==> src/rtl/tdc_ctrl_pkg.sv <==
// Shared definitions for the Vernier TDC measurement sequencer.
package tdc_ctrl_pkg;

  localparam int unsigned DELAY_W_DEF = 12;

  typedef enum logic [1:0] {
    ST_IDLE   = 2'd0,
    ST_CLEAR  = 2'd1,
    ST_WAIT   = 2'd2,
    ST_OUTPUT = 2'd3
  } state_t;

endpackage

==> src/rtl/tdc_sample_avg.sv <==
// Accumulates TDC delay words over 2^AVG_LOG2 samples and presents the
// truncated mean; 'last' flags that the next add completes the set.
module tdc_sample_avg
  import tdc_ctrl_pkg::*;
#(
  parameter int unsigned DELAY_W  = DELAY_W_DEF,
  parameter int unsigned AVG_LOG2 = 2
) (
  input  logic               clk,
  input  logic               reset,
  input  logic               add,
  input  logic               clear,
  input  logic [DELAY_W-1:0] sample,
  output logic               last,
  output logic               full,
  output logic [DELAY_W-1:0] avg_out
);

  localparam int unsigned AW = DELAY_W + AVG_LOG2;
  localparam int unsigned CW = AVG_LOG2 + 1;
  localparam logic [CW-1:0] NSAMP = CW'(1 << AVG_LOG2);

  logic [AW-1:0] acc;
  logic [CW-1:0] cnt;

  always_ff @(posedge clk) begin
    if (reset || clear) begin
      acc <= '0;
      cnt <= '0;
    end else if (add) begin
      acc <= acc + AW'(sample);
      cnt <= cnt + 1'b1;
    end
  end

  assign full    = (cnt == NSAMP);
  assign last    = (cnt == NSAMP - 1'b1);
  assign avg_out = acc[AW-1:AVG_LOG2];

endmodule

==> src/rtl/tdc_measure_ctrl.sv <==
// Vernier TDC sequencer: clear, wait for done, capture, average, and hand the
// result to the loop filter over valid/ready, with missing-edge timeout.
module tdc_measure_ctrl
  import tdc_ctrl_pkg::*;
#(
  parameter int unsigned DELAY_W        = DELAY_W_DEF,
  parameter int unsigned AVG_LOG2       = 2,
  parameter int unsigned CLR_CYCLES     = 2,
  parameter int unsigned TIMEOUT_CYCLES = 1024
) (
  input  logic               clk,
  input  logic               reset,
  input  logic               enable,
  output logic               tdc_rst,
  input  logic               tdc_done,
  input  logic [DELAY_W-1:0] tdc_delay,
  output logic [DELAY_W-1:0] avg_delay,
  output logic               avg_valid,
  input  logic               avg_ready,
  output logic               timeout_err,
  input  logic               err_clear
);

  localparam int unsigned TW  = $clog2(TIMEOUT_CYCLES);
  localparam int unsigned CCW = $clog2(CLR_CYCLES + 1);
  localparam logic [TW-1:0]  T_LAST = TW'(TIMEOUT_CYCLES - 1);
  localparam logic [CCW-1:0] C_LAST = CCW'(CLR_CYCLES - 1);

  state_t             state, next_state;
  logic [TW-1:0]      timer;
  logic [CCW-1:0]     clr_cnt;
  logic               add, acc_clear, set_err, accept;
  logic               last, full;
  logic [DELAY_W-1:0] avg_out;

  assign accept = avg_valid & avg_ready;

  tdc_sample_avg #(
    .DELAY_W  (DELAY_W),
    .AVG_LOG2 (AVG_LOG2)
  ) u_avg (
    .clk     (clk),
    .reset   (reset),
    .add     (add),
    .clear   (acc_clear),
    .sample  (tdc_delay),
    .last    (last),
    .full    (full),
    .avg_out (avg_out)
  );

  // Dropping enable aborts a partial set; done takes precedence over timeout.
  always_comb begin
    next_state = state;
    add        = 1'b0;
    acc_clear  = 1'b0;
    set_err    = 1'b0;
    unique case (state)
      ST_IDLE: begin
        acc_clear = 1'b1;
        if (enable) next_state = ST_CLEAR;
      end
      ST_CLEAR: begin
        if (!enable) begin
          acc_clear  = 1'b1;
          next_state = ST_IDLE;
        end else if (clr_cnt == C_LAST) begin
          next_state = ST_WAIT;
        end
      end
      ST_WAIT: begin
        if (!enable) begin
          acc_clear  = 1'b1;
          next_state = ST_IDLE;
        end else if (tdc_done) begin
          add        = 1'b1;
          next_state = last ? ST_OUTPUT : ST_CLEAR;
        end else if (timer == T_LAST) begin
          set_err    = 1'b1;
          next_state = ST_CLEAR;
        end
      end
      ST_OUTPUT: begin
        if (accept) begin
          acc_clear  = 1'b1;
          next_state = enable ? ST_CLEAR : ST_IDLE;
        end
      end
      default: next_state = ST_IDLE;
    endcase
  end

  always_ff @(posedge clk) begin
    if (reset) begin
      state       <= ST_IDLE;
      timer       <= '0;
      clr_cnt     <= '0;
      tdc_rst     <= 1'b1;
      avg_valid   <= 1'b0;
      avg_delay   <= '0;
      timeout_err <= 1'b0;
    end else begin
      state   <= next_state;
      tdc_rst <= (next_state != ST_WAIT);
      timer   <= (state == ST_WAIT && next_state == ST_WAIT) ? timer + 1'b1 : '0;
      clr_cnt <= (state == ST_CLEAR && next_state == ST_CLEAR) ? clr_cnt + 1'b1 : '0;

      // Result registers one cycle after entering OUTPUT, once the last add has landed.
      if (accept) begin
        avg_valid <= 1'b0;
      end else if (state == ST_OUTPUT && full && !avg_valid) begin
        avg_valid <= 1'b1;
        avg_delay <= avg_out;
      end

      if (set_err)        timeout_err <= 1'b1;
      else if (err_clear) timeout_err <= 1'b0;
    end
  end

endmodule

==> config.mk <==
export PLATFORM = sky130hd
export DESIGN_NAME = tdc_measure_ctrl
export DESIGN_NICKNAME = d
export VERILOG_FILES = /design/src/rtl/tdc_ctrl_pkg.sv /design/src/rtl/tdc_sample_avg.sv /design/src/rtl/tdc_measure_ctrl.sv
export SDC_FILE = /design/constraint.sdc
export NUM_CORES = 1
export LEC_CHECK = 0
export BUFFER_PORTS_ARGS = -buffer_cell sky130_fd_sc_hd__buf_4
export CAP_MARGIN = 20
export CORE_ASPECT_RATIO = 0.9
export CORE_UTILIZATION = 56
export CTS_CLUSTER_SIZE = 28
export DETAILED_ROUTE_END_ITERATION = 7
export PLACE_DENSITY = 0.77
export REMOVE_ABC_BUFFERS = 1
export SETUP_SLACK_MARGIN = 0.15
export SLEW_MARGIN = 30
export SYNTH_ARGS = -nofsm -noshare
export SYNTH_HDL_FRONTEND = slang
export SYNTH_HIERARCHICAL = 1
export SYNTH_SLANG_ARGS = --single-unit
==> constraint.sdc <==
create_clock -name clk -period 3.22 [get_ports clk]
set_input_delay 0.161 -clock clk [delete_from_list [all_inputs] [get_ports clk]]
set_output_delay 0.161 -clock clk [all_outputs]
set_load 0.02 [all_outputs]
==> metrics.txt <==
Max-slew headroom=45.5%; Max clock buf depth=2; Max VDD drop=0.442 mV; peak per-stage delay on the critical path=0.50 ns; Port Buf Inserts=32; final setup fails=0; Sequential Area=921 sq um; Synth area leader=dfxtp_1; Clk Latency, worst-skew pair=0.29 ns; Clock Pin Slew Worst Setup and Hold Paths=0.09 ns; clk root buf=clkbuf_8; Pwr per Cell Area=391 nW/um^2; Critical Path RT=3.47 ns; Place WS=0.843 ns; DP HPWL=4.10 mm; critical-path cell list=inv_1 > ha_1 > and3_1 > buf_4 > clkinv_1 > or3_1 > mux2i_1 > a31o_2; gr ovfl total=0; Ant. Diodes=0; Pleak=0.00115 uW; worst-case reg-to-reg path depth=8; area share of the largest cell type after synthesis=33.2%; Worst Setup Start Kind=flop; 1st-iter DRT viols=140; I/O pin count=33; Final ANT Viol Nets=0; CP Depth=8; PostCTS Resize Cnt=0; largest net degree at the start of global routing=22; Design Area, Final=3070 sq um; Placed Area=2960 sq um; max frequency=414 MHz; hold buffer count at cts=0; area of the core=4600 sq um; outcome=complete, no violations; first-pass GRT wire length=9.40 mm; Final Wtd Congestion=0.856; worst endpoint data arrival time=2.66 ns; Final min period=2.41 ns; Initial DRT Pass Iterations=4; hold path cells=3; total vias in the final route=2365; Final period util=75.0%; initial antenna violation count=0; Fill cells=411; CTS buffer count=5; Seq/Total Area, Yosys=33.2%; Setup Buffers After CTS=0; via-per-instance ratio=5.75; Mapped Area=2770 sq um; Synth Instances=331; Post-synth ARST share=0%; Least-Margin Pin Slew=0.815 ns; Starting Density=60.2%; unrepaired setup endpoints after global routing=false; H-tree Lvls=2; Max-Cap Viols=0; Die Width=76.2 um; # rows=23; cell family with the largest share of critical-path delay=buffers and inverters; share of cells above drive strength 1=19.2%; die height=68.8 um; critical path type=reg2reg; Crit-path slowest cell=or3_1; clk sinks=46; vias in the first global route=2080; Top FF cell, synth=dfxtp_1; Netlist cell types=60; Synth-to-Final Area Change=10.7%; YS warnings=6; worst min path class=in2reg; Worst Skew=0.00556 ns; pins over their slew limit=0; wire length per cell=13.8 um; final worst-path setup slack=0.805 ns; GR Util All Layers=22.8%; fin nets=388; synthesis-stage register bit count=46; CTS tree=built; total power=1200 uW; drt drc=0; Die Area=5240 sq um; final hold vios=0; CP endpoint kind=flop; Post-synth EDFFs=0; Crit Path Max Fanout=21; syn avg cell area=8.38 sq um; TNS Setup=0 ns; crit path buf inv count=3; final wirelength=5.67 mm; area of the multi-input gates=1630 sq um; Synth area leaders=dfxtp_1, ha_1, a21oi_1, nand2_1, buf_4
report_power, final:
group	switching (uW)	total (uW)	internal, uW
sequential	7.50	584	576
combinational	113	184	70.0
clock	203	434	231
area by class of cell:
type                            count  area share, %
Clock buffer                        5           2.24
Clock inverter                      3           1.47
Inverter                           19           2.32
Multi-Input combinational cell    242           53.1
Sequential cell                    46           30.0
Tap cell                           62           2.53
Timing Repair Buffer               34           8.32
worst paths after layout:
check | slack, ns | startpoint | end
setup reg to reg | 0.81 | state[0]$_SDFF_PP0_ | u_avg/acc[7]$_SDFFE_PP0P_
setup / recovery | 0.81 | state[0]$_SDFF_PP0_ | u_avg/acc[7]$_SDFFE_PP0P_
hold reg to reg | 0.46 | avg_delay[2]$_SDFFE_PP0P_ | avg_delay[2]$_SDFFE_PP0P_
hold / removal | 0.14 | err_clear | timeout_err$_SDFFE_PP0P_
synthesized netlist by cell type, types with 3 or more instances:
master    number
o21bai_1       3
ha_1          21
a31o_2         3
or3_1          8
nor2b_1        3
nor2_1        17
nand2b_1       3
nor3_2         9
a21oi_1       31
inv_1         16
nor3_1         6
o21a_1         3
a31oi_1        3
buf_4         13
dfxtp_1       46
nand4_1        3
a211oi_1       4
o211ai_1       5
nand2_1       41
mux2i_1        5
clkbuf_1       7
xnor2_1        8
o21ai_0        6
and3_1         5
nand3_1       18
routing by layer:
metal  track usage (%)  wire length, um  vias up
met4              4.33               29        0
met2              39.1             2550       61
met1              30.0             2860     1106
met3              5.26              223        2
met5                 0                0        -
li1                  -                -     1196
layout by cell type, fill, tap and decap left out, types with 3 or more instances in the layout:
master,instances
nor3_2,9
or3_1,8
nor3_1,6
clkbuf_8,5
nor2b_1,3
nand3_1,18
o21ai_0,6
o211ai_1,5
xnor2_1,8
mux2i_1,5
a21oi_1,31
a31oi_1,3
nand4_1,3
nand2b_1,3
ha_1,21
o21a_1,3
and3_1,5
a211oi_1,4
a31o_2,3
nand2_1,41
buf_4,34
inv_1,16
dfxtp_1,46
nor2_1,17
o21bai_1,3
logic make-up (layout without fill, tap and decap cells):
logic type / count (synthesis) / in the layout / share of synthesized area (%)
AND/OR/NAND/NOR: 130 / 130 / 25.6
AO/OA/AOI/OAI: 76 / 76 / 18.3
flip-flops: 46 / 46 / 33.2
buffers and inverters: 43 / 61 / 7.99
adder cells (fa/ha/maj): 22 / 22 / 10.2
XOR/XNOR: 9 / 9 / 2.84
multiplexers: 5 / 5 / 1.81
per-stage QoR:
stage	util [%]	hold slack [ns]	instances
2_1_floorplan	-	0.230	307
3_3_place_gp	64.2	0.444	403
3_5_place_dp	64.2	0.448	403
4_1_cts	66.7	0.134	411
5_1_grt	66.7	0.141	411
6_report	66.7	0.140	411
flip-flops by register name, indices dropped and copies added (netlist names):
signal / flops
avg_delay: 12
state: 2
clr_cnt: 2
avg_valid: 1
u_avg/cnt: 3
timeout_err: 1
tdc_rst: 1
u_avg/acc: 14
timer: 10
worst register-to-register path: cells and delay by family, from the launching register on:
family          cells  cell delay (ns)
flops               1             0.36
compound gates      1             0.12
simple gates        2             0.68
buf+inv             3             0.83
fa+ha+maj           1             0.24
mux                 1             0.14
No activity file was read; power rests on OpenSTA's default activity.
